==> config.mk <==
export PLATFORM = sky130hd
export DESIGN_NAME = prog_clk_divider
export DESIGN_NICKNAME = d
export VERILOG_FILES = /design/src/rtl/prog_clk_div_pkg.sv /design/src/rtl/clk_div_neg_ext.sv /design/src/rtl/prog_clk_divider.sv
export SDC_FILE = /design/constraint.sdc
export NUM_CORES = 1
export LEC_CHECK = 0
export CELL_PAD_IN_SITES_DETAIL_PLACEMENT = 0
export CELL_PAD_IN_SITES_GLOBAL_PLACEMENT = 1
export CORE_MARGIN = 2
export CORE_UTILIZATION = 36
export DETAILED_ROUTE_END_ITERATION = 16
export GPL_TIMING_DRIVEN = 0
export PLACE_DENSITY = 0.76
export SLEW_MARGIN = 20
export SYNTH_ARGS = -nofsm -noshare
export SYNTH_HDL_FRONTEND = slang
export SYNTH_SLANG_ARGS = --single-unit
==> constraint.sdc <==
create_clock -name CLK_IN -period 4.8 [get_ports CLK_IN]
set_input_delay 1.2 -clock CLK_IN [delete_from_list [all_inputs] [get_ports CLK_IN]]
set_output_delay 1.2 -clock CLK_IN [all_outputs]
set_load 0.01 [all_outputs]
==> src/rtl/prog_clk_div_pkg.sv <==
// Shared definitions for the programmable clock divider: run-state encoding,
// minimum legal divisor and output-mode encodings.
package prog_clk_div_pkg;

    typedef enum logic [1:0] {
        ST_IDLE = 2'd0,
        ST_RUN  = 2'd1,
        ST_STOP = 2'd2
    } div_state_e;

    localparam int MIN_DIV = 2;

    localparam logic MODE_HALF  = 1'b0;
    localparam logic MODE_PULSE = 1'b1;

endpackage

==> src/rtl/clk_div_neg_ext.sv <==
// Half-cycle extender: re-times the posedge phase onto the falling edge so an
// OR with the original phase stretches the high time by half a CLK_IN cycle.
module clk_div_neg_ext (
    input  logic CLK_IN,
    input  logic REST_N,
    input  logic phase,
    input  logic enable,
    output logic ext
);

    always_ff @(negedge CLK_IN or negedge REST_N) begin
        if (!REST_N) begin
            ext <= 1'b0;
        end else begin
            ext <= phase & enable;
        end
    end

endmodule

==> src/rtl/prog_clk_divider.sv <==
// Programmable clock divider: posedge period counter with shadowed divisor/mode,
// glitch-free 50%-duty or single-pulse output, TICK at every period start.
module prog_clk_divider
    import prog_clk_div_pkg::*;
#(
    parameter int WIDTH      = 8,
    parameter int DIV_RESET  = 11,
    parameter int MODE_RESET = 0
) (
    input  logic             CLK_IN,
    input  logic             REST_N,
    input  logic             EN,
    input  logic             LOAD,
    input  logic [WIDTH-1:0] DIV_IN,
    input  logic             MODE_IN,
    output logic             CLK_OUT,
    output logic             TICK,
    output logic             BUSY,
    output logic             ERR,
    output logic [WIDTH-1:0] DIV_ACT
);

    localparam logic [WIDTH-1:0] DIV_RST  = WIDTH'(DIV_RESET);
    localparam logic [WIDTH-1:0] DIV_MIN  = WIDTH'(MIN_DIV);
    localparam logic             MODE_RST = (MODE_RESET != 0);

    div_state_e       state_reg, state_next;
    logic [WIDTH-1:0] cnt_reg, cnt_next;
    logic [WIDTH-1:0] div_act_reg, div_act_next;
    logic             mode_act_reg, mode_act_next;
    logic [WIDTH-1:0] shadow_div_reg;
    logic             shadow_mode_reg;
    logic             err_reg;
    logic             phase_reg, phase_next;
    logic             tick_reg, tick_next;
    logic             running_next;
    logic             boundary;
    logic             ext_en;
    logic             ext;

    // Shadow registers: written by LOAD at any time, consumed only at a boundary or in IDLE.
    always_ff @(posedge CLK_IN or negedge REST_N) begin
        if (!REST_N) begin
            shadow_div_reg  <= DIV_RST;
            shadow_mode_reg <= MODE_RST;
            err_reg         <= 1'b0;
        end else if (LOAD) begin
            shadow_mode_reg <= MODE_IN;
            if (DIV_IN < DIV_MIN) begin
                shadow_div_reg <= DIV_MIN;
                err_reg        <= 1'b1;
            end else begin
                shadow_div_reg <= DIV_IN;
                err_reg        <= 1'b0;
            end
        end
    end

    assign boundary = (cnt_reg == div_act_reg - WIDTH'(1));

    always_comb begin
        state_next    = state_reg;
        cnt_next      = cnt_reg;
        div_act_next  = div_act_reg;
        mode_act_next = mode_act_reg;

        case (state_reg)
            ST_IDLE: begin
                div_act_next  = shadow_div_reg;
                mode_act_next = shadow_mode_reg;
                cnt_next      = '0;
                if (EN) begin
                    state_next = ST_RUN;
                end
            end
            ST_RUN, ST_STOP: begin
                if (boundary) begin
                    div_act_next  = shadow_div_reg;
                    mode_act_next = shadow_mode_reg;
                    cnt_next      = '0;
                    // A stop request only takes effect once the period has fully elapsed.
                    state_next    = EN ? ST_RUN : ST_IDLE;
                end else begin
                    cnt_next   = cnt_reg + WIDTH'(1);
                    state_next = EN ? ST_RUN : ST_STOP;
                end
            end
            default: begin
                state_next = ST_IDLE;
                cnt_next   = '0;
            end
        endcase

        running_next = (state_next != ST_IDLE);
        tick_next    = running_next && (cnt_next == '0);

        phase_next = 1'b0;
        if (running_next) begin
            if (mode_act_next == MODE_PULSE) begin
                phase_next = (cnt_next == '0);
            end else begin
                phase_next = (cnt_next < (div_act_next >> 1));
            end
        end
    end

    always_ff @(posedge CLK_IN or negedge REST_N) begin
        if (!REST_N) begin
            state_reg    <= ST_IDLE;
            cnt_reg      <= '0;
            div_act_reg  <= DIV_RST;
            mode_act_reg <= MODE_RST;
            phase_reg    <= 1'b0;
            tick_reg     <= 1'b0;
        end else begin
            state_reg    <= state_next;
            cnt_reg      <= cnt_next;
            div_act_reg  <= div_act_next;
            mode_act_reg <= mode_act_next;
            phase_reg    <= phase_next;
            tick_reg     <= tick_next;
        end
    end

    // The half-cycle stretch is needed only for odd divisors in 50% mode.
    assign ext_en = (mode_act_reg == MODE_HALF) && div_act_reg[0];

    clk_div_neg_ext u_neg_ext (
        .CLK_IN (CLK_IN),
        .REST_N (REST_N),
        .phase  (phase_reg),
        .enable (ext_en),
        .ext    (ext)
    );

    // phase_reg moves on posedges and ext on negedges, so the OR cannot glitch.
    assign CLK_OUT = phase_reg | ext;
    assign TICK    = tick_reg;
    assign BUSY    = (state_reg != ST_IDLE);
    assign ERR     = err_reg;
    assign DIV_ACT = div_act_reg;

endmodule

# [Word-level counts from Yosys, hierarchy flattened]
# Cells that the tools add are included.
# Widths: inputs -> output; s select.
[classes] add_sub_neg=2 multipliers=0 n_div=0 order_cmp=2 n_eq_ne=4 shift=0 muxes=15 bitwise=3 n_reduce_logical=9
[ops] operator="$mux 8" n=4
[ops] operator="$pmux 8 s2" n=1
[ops] operator="$add 8x1->8 const B" n=1
[ops] operator="$eq 8x8->1" n=1
[ops] operator="$logic_not 8->1" n=1
[ops] operator="$lt 8x2->1 const B" n=1
[ops] operator="$lt 8x7->1" n=1
[ops] operator="$sub 8x1->8 const B" n=1
[ops] operator="$mux 2" n=3
[ops] operator="$reduce_bool 2->1" n=3
[ops] operator="$mux 1" n=5
[ops] operator="$pmux 2 s2" n=1
[ops] operator="$eq 2x1->1 const B" n=1
[ops] operator="$eq 2x2->1 const B" n=1
[ops] operator="$logic_and 1x1->1" n=2
[ops] operator="$logic_not 2->1" n=1
[ops] operator="$ne 2x2->1 const B" n=1
[ops] operator="$pmux 1 s2" n=1
[ops] operator="$reduce_and 2->1" n=1
[ops] operator="$reduce_or 2->1" n=1
[ops] operator="$and 1x1->1" n=1
[ops] operator="$not 1->1" n=1
[ops] operator="$or 1x1->1" n=1
[totals] ff_bits=32 latchBits=0 ram_bits=0 romBits=0 input_bits=13 mem_count=0

# [Depth between registers and ports, before layout]
# Gate-level depths: netlist of the first run.
[depth] word_depth=7 depth_mapped=18 ltp_nobuf=17

# [By module]
# A second synthesis of the first run with hierarchy kept.
[unflattened] cells_unflattened=187 area_unflattened_um2=1913.1
[modules_own_cells] mod="prog_clk_divider" n_inst=1 cells_per_inst=185 area_each_um2=1881.8 seq_area_each_um2=783.3
[modules_own_cells] mod="clk_div_neg_ext" n_inst=1 cells_per_inst=2 area_each_um2=31.3 seq_area_each_um2=25.0

==> results.ini, run 1 <==
[status]
outcome=completed

[yosys]
ys_async_sr_fraction=1.000
synthesis.area_mm2=0.001912
synth_top_family_by_area=compound AO/OA/AOI/OAI gates
synth-edff-count=0
ys_types=48
synth_compound_area_frac=0.1990
synth_nets=216
synth_xor_area_frac=0.06872
avgSynthCellArea_um2=9.906
synth-main-ff-cell=dfrtp_1
synthCells=193
synthMuxAreaShare=0.05694
synth_fa_ha_area_frac=0.06545
synth_simple_gate_area_frac=0.1335
synth-seq-cells=32
ys_warn_count=0
yosysSeqAreaShare=0.4228

[sta]
finalClockSkew_ps=8.867
finalMaxSlewViolations=0
worst_pin_slew_ps=667.5
setup_slack_ps=82.91
finalHoldViolations=0
rsz0062_at_grt=false
max_slew_margin=0.5435
setup_viol=0

[floorplan]
die_height_um=76.88
row_count=26
die_w_um=76.88
coreArea_mm2=0.005107
die-area_mm2=0.005910
start_util=0.3743
num_io_pins=25

[layout]
areaGrowthSynthToFinish_pct=22.84
stdcell_area_mm2=0.002349
nets=248
multiInputGateArea_mm2=0.001002
antennaDiodeCount=0
regArea_um2=808.3
drive_gt1_frac=0.1637
fillers=519

[cts]
clock_path_buffers=2
cts_setup_buffers=0
cts.hold.buffers_added=0
clk_pin_slew_worst_paths_ps=70
cts.sinks=32
cts_made_buffers=5
clk_latency_ps=290
cts-root-buf=clkbuf_8
cts_tree=built
htreeDepth=2

[grt]
grt_start_max_net_pins=31
grt_use_total=0.1553
grt_overflow=0
grt_pass1_vias=1477
antenna_found_initial=0
grt_pass1_wl_mm=7.265

[place]
detailed_place_hpwl_mm=3.199
pre_cts_slack_ps=136.7
port_buffers=24
place_area_mm2=0.002255
gp_congestion=0.7470

[setup_path]
cp_max_fo=1
required_ps=3600
regToRegSetupSlack_ps=400
end_kind=output port
crit_type=flop to output port
crit_arrival_ps=3520
cp-start-kind=flop

[detailed_routing]
via_count=1460
drc=0
viasPerCell=4.932
drtIter0Drc=145
routed_wl_mm=4.118
ant_nets=0
wl_per_cell_um=13.91
first_pass_iters=4

[pwr]
peakVddDrop_mv=0.2835
leakage_nw=1.020
power_density_mw_per_mm2=617.9

[min_path]
min_path_type=flop to flop

[job]
maxCapViolCount=0

## routing by layer
metal  GRT usage  wire length (um)  vias to the layer above
li1            -                 -                      754
met1      0.2110              2033                      675
met2      0.2421              1866                       26
met3     0.03765               162                        5
met4     0.05273                55                        0
met5           0                 0                        -
## power breakdown
part	leakage [nW]	internal, W	switching [W]
registers	0.394	0.000355	0.0000689
clock network	0.0510	0.000114	0.000100
logic	0.576	0.000382	0.000431
total	1.02	0.000852	0.000600
## area by class of cell
| class | instances | area share |
|---|---|---|
| clock inverter | 2 | 0.004262 |
| tap | 70 | 0.03729 |
| multi-input combinational | 136 | 0.4267 |
| clock buffer | 6 | 0.03516 |
| timing repair buffer | 25 | 0.1087 |
| buffer | 11 | 0.02131 |
| sequential | 32 | 0.3442 |
| inverter | 14 | 0.02238 |
## layout by cell type (no fill, tap or decap), types with 2 or more instances in the layout
cell type | netlist | layout
dfrtp_1 | 25 | 25
clkdlybuf4s50_1 | 0 | 22
inv_1 | 14 | 14
nand2_1 | 13 | 13
xnor2_1 | 12 | 12
nor2_1 | 12 | 12
ha_1 | 10 | 10
a21oi_1 | 9 | 9
o21ai_0 | 9 | 9
mux2_2 | 7 | 7
dfstp_2 | 6 | 6
clkbuf_1 | 6 | 6
a22o_1 | 6 | 6
a22oi_1 | 6 | 6
nand3_1 | 6 | 6
clkbuf_8 | 0 | 6
nor3_1 | 4 | 4
xor2_1 | 3 | 3
buf_2 | 2 | 3
mux2i_1 | 3 | 3
or2_2 | 3 | 3
o22a_1 | 3 | 3
clkbuf_2 | 2 | 2
o21a_1 | 2 | 2
a31oi_1 | 2 | 2
nor4_1 | 2 | 2
nand2_2 | 2 | 2
clkinv_2 | 0 | 2
## worst max-delay path, cell delays in order, from the launching register on
cell and delay (ps):
dfrtn_1 310, or2_2 290, clkdlybuf4s15_1 230
## what timing repair did
item                                   in CTS  in global routing
setup endpoints to repair                   1                  2
endpoints found under the hold margin       0                  0
gates resized for setup                     1                  2
## kinds of logic (layout without fill, tap and decap cells)
| group | after synthesis | in the layout |
|---|---|---|
| AOI/OAI and AO/OA | 51 | 51 |
| xor gates and xnor gates | 15 | 15 |
| adders and majority gates | 10 | 10 |
| buffers and inverters | 25 | 58 |
| DFF | 32 | 32 |
| muxes | 10 | 10 |
| and+or+nand+nor | 50 | 50 |
## synth_stat cells (2+ instances only)
master | count | area (um^2)
dfrtp_1 | 25 | 625.6
inv_1 | 14 | 52.55
nand2_1 | 13 | 48.80
nor2_1 | 12 | 45.04
xnor2_1 | 12 | 105.1
ha_1 | 10 | 125.1
a21oi_1 | 9 | 45.04
o21ai_0 | 9 | 45.04
mux2_2 | 7 | 78.83
a22o_1 | 6 | 52.55
a22oi_1 | 6 | 45.04
clkbuf_1 | 6 | 22.52
dfstp_2 | 6 | 157.7
nand3_1 | 6 | 30.03
nor3_1 | 4 | 20.02
mux2i_1 | 3 | 30.03
o22a_1 | 3 | 26.28
or2_2 | 3 | 18.77
xor2_1 | 3 | 26.28
a2111oi_0 | 2 | 17.52
a31oi_1 | 2 | 12.51
buf_2 | 2 | 10.01
clkbuf_2 | 2 | 10.01
nand2_2 | 2 | 12.51
nor4_1 | 2 | 12.51
o21a_1 | 2 | 15.01
## metrics by stage
step            power, W  setup TNS, ps  std cells  hold WS [ps]  utilization
2_1_floorplan  0.0009956              0        193         464.8            -
3_3_place_gp    0.001239         -452.0        287         473.6       0.4385
3_5_place_dp    0.001239              0        288         473.5       0.4415
4_1_cts         0.001455              0        296         496.5       0.4593
5_1_grt         0.001586              0        296         537.9       0.4598
6_report        0.001451              0        296         492.4       0.4598
## path summary, 6_finish.rpt
check	start	to	cells after the start
worst min-delay path	ERR	ERR	1
worst max-delay path	u_neg_ext.ext	CLK_OUT	2
max in group asynchronous	REST_N	u_neg_ext.ext	2
worst min register to register	ERR	ERR	1
worst max register to register	DIV_ACT[0]	phase_reg	17
min in group asynchronous	REST_N	ERR	1
No activity file was read; power rests on OpenSTA's default activity.
==> run 2: changes to the inputs <==
CORE_MARGIN = unset   (was 2)
SLEW_MARGIN = unset   (was 20)
==> run 2 against run 1 <==
  * Wire length barely moved
  * Hold slack got worse by 7.9 ps
  * Power fell by 0.78%
  * Sequential share of layout area rose by 0.46 points
  * Via count rose by 1.0%
  * Utilization fell by 0.61 points
  * Flip-flop and latch count did not move
  * Combinational power barely moved
  * Sequential power barely moved
  * Final cell count fell by 0.34%
  * Worst setup slack got worse by 17 ps
  * Die area fell by 5.1%
  * Critical path type unchanged
  * Largest cell class unchanged
  * Highest routed layer unchanged
==> results.ini, run 2 (synthesis gave the netlist of run 1 again) <==
[cts]
cts-root-buf=clkbuf_8
cts_made_buffers=5
cts.sinks=32
clk_pin_slew_worst_paths_ps=60
htreeDepth=2
cts_tree=built
clock_path_buffers=2
clk_latency_ps=290
cts_setup_buffers=0

[layout]
nets=247
finish.utilization=0.4537
mostFrequentLayoutCells=dfrtp_1, clkdlybuf4s50_1, inv_1
drive_gt1_frac=0.1511
mostFrequentLayoutCell=dfrtp_1
areaGrowthSynthToFinish_pct=21.20
fillers=508
multiInputGateArea_mm2=0.001002
antennaDiodeCount=0
regArea_um2=808.3

[detailed_routing]
viasPerCell=5.000
wl_per_cell_um=13.95
first_pass_iters=4
drtIter0Drc=47
routed_wl_mm=4.114
via_count=1475
drc=0
ant_nets=0

[status]
outcome=completed

[grt]
grt_use_total=0.1676
grt_start_max_net_pins=33
antenna_found_initial=0
grt_pass1_vias=1393
grt_pass1_wl_mm=6.762
grt_overflow=0

[floorplan]
start_util=0.3743
die_height_um=74.88
die_w_um=74.88
num_io_pins=25
coreArea_mm2=0.005107
die-area_mm2=0.005606
row_count=26

[sta]
setup_viol=0
worst_pin_slew_ps=697.8
rsz0062_at_grt=false
finalClockSkew_ps=10.35
holdWs_ps=484.5
fin_tns_setup_ps=0
finalMaxSlewViolations=0
finalHoldViolations=0
max_slew_margin=0.5228

[job]
maxCapViolCount=0

[setup_path]
cp-start-kind=flop
cp_max_fo=1
crit_arrival_ps=3530
end_kind=output port
crit_type=flop to output port
cpMaxStageDelayCell=dfrtn_1
crit_chain=or2_2, clkdlybuf4s15_1
required_ps=3600
critPathMaxStageDelay_ps=320

[pwr]
peakVddDrop_mv=0.3861
leakage_nw=1.002
power_density_mw_per_mm2=621.3

[place]
detailed_place_hpwl_mm=3.091
port_buffers=24
gp_congestion=0.7954

[min_path]
min_path_type=flop to flop

## run 2: cell count changes in the layout (fill, tap and decap cells not counted), sizes merged
cell,delta
buf,-1
clkbuf,+1
clkinv,-1
## run 2: critical path: cells and delay by family (launching register included)
| family | cells | cell delay, ps |
|---|---|---|
| buffers and inverters | 1 | 240 |
| flip-flops | 1 | 320 |
| AND/OR/NAND/NOR | 1 | 290 |
## run 2: repair_timing
| action | 4_1_cts | 5_1_grt |
|---|---|---|
| pin swaps | 0 | 0 |
| hold buffers | 0 | 0 |
| setup endpoints to repair | 1 | 2 |
| gates resized for setup | 1 | 2 |
## run 2: routing by layer
metal / wire length (um) / up-vias / global-route usage
met3: 134 / 6 / 0.05221
li1: - / 748 / -
met2: 1818 / 23 / 0.2402
met5: 0 / - / 0
met1: 2110 / 698 / 0.2416
met4: 50 / 0 / 0.05031
## run 2: through the flow
stage                     total power (W)  cells  cell area (um^2)  setup slack (ps)
after floorplan                 0.0009956    193              1912             590.1
after global placement           0.001243    287              2240            -451.6
after detailed placement         0.001243    287              2235             130.3
after CTS                        0.001444    295              2315             3.213
after global routing             0.001575    295              2317             19.85
final                            0.001440    295              2317             65.77
## run 2: power by group
group / internal, W / switching, W / total, W
clock network: 0.000102 / 0.0000956 / 0.000197
registers: 0.000355 / 0.0000708 / 0.000426
logic: 0.000381 / 0.000435 / 0.000816
## run 2: cell type report
cell class	count	share of cell area
Multi-Input combinational cell	136	0.4325
Sequential cell	32	0.3488
Timing Repair Buffer	24	0.1015
Tap cell	70	0.03780
Clock buffer	7	0.03294
Inverter	14	0.02268
Buffer	11	0.02160
Clock inverter	1	0.002160
## run 2: final timing paths
check | start | endpoint | slack [ps] | cells past startpoint
min reg2reg | ERR | ERR | 480 | 1
max reg2reg | DIV_ACT[0] | phase_reg | 340 | 17
min | ERR | ERR | 480 | 1
max | u_neg_ext.ext | CLK_OUT | 70 | 2
max in group asynchronous | REST_N | u_neg_ext.ext | 1060 | 1
min in group asynchronous | REST_N | shadow_div_reg[6] | 970 | 1
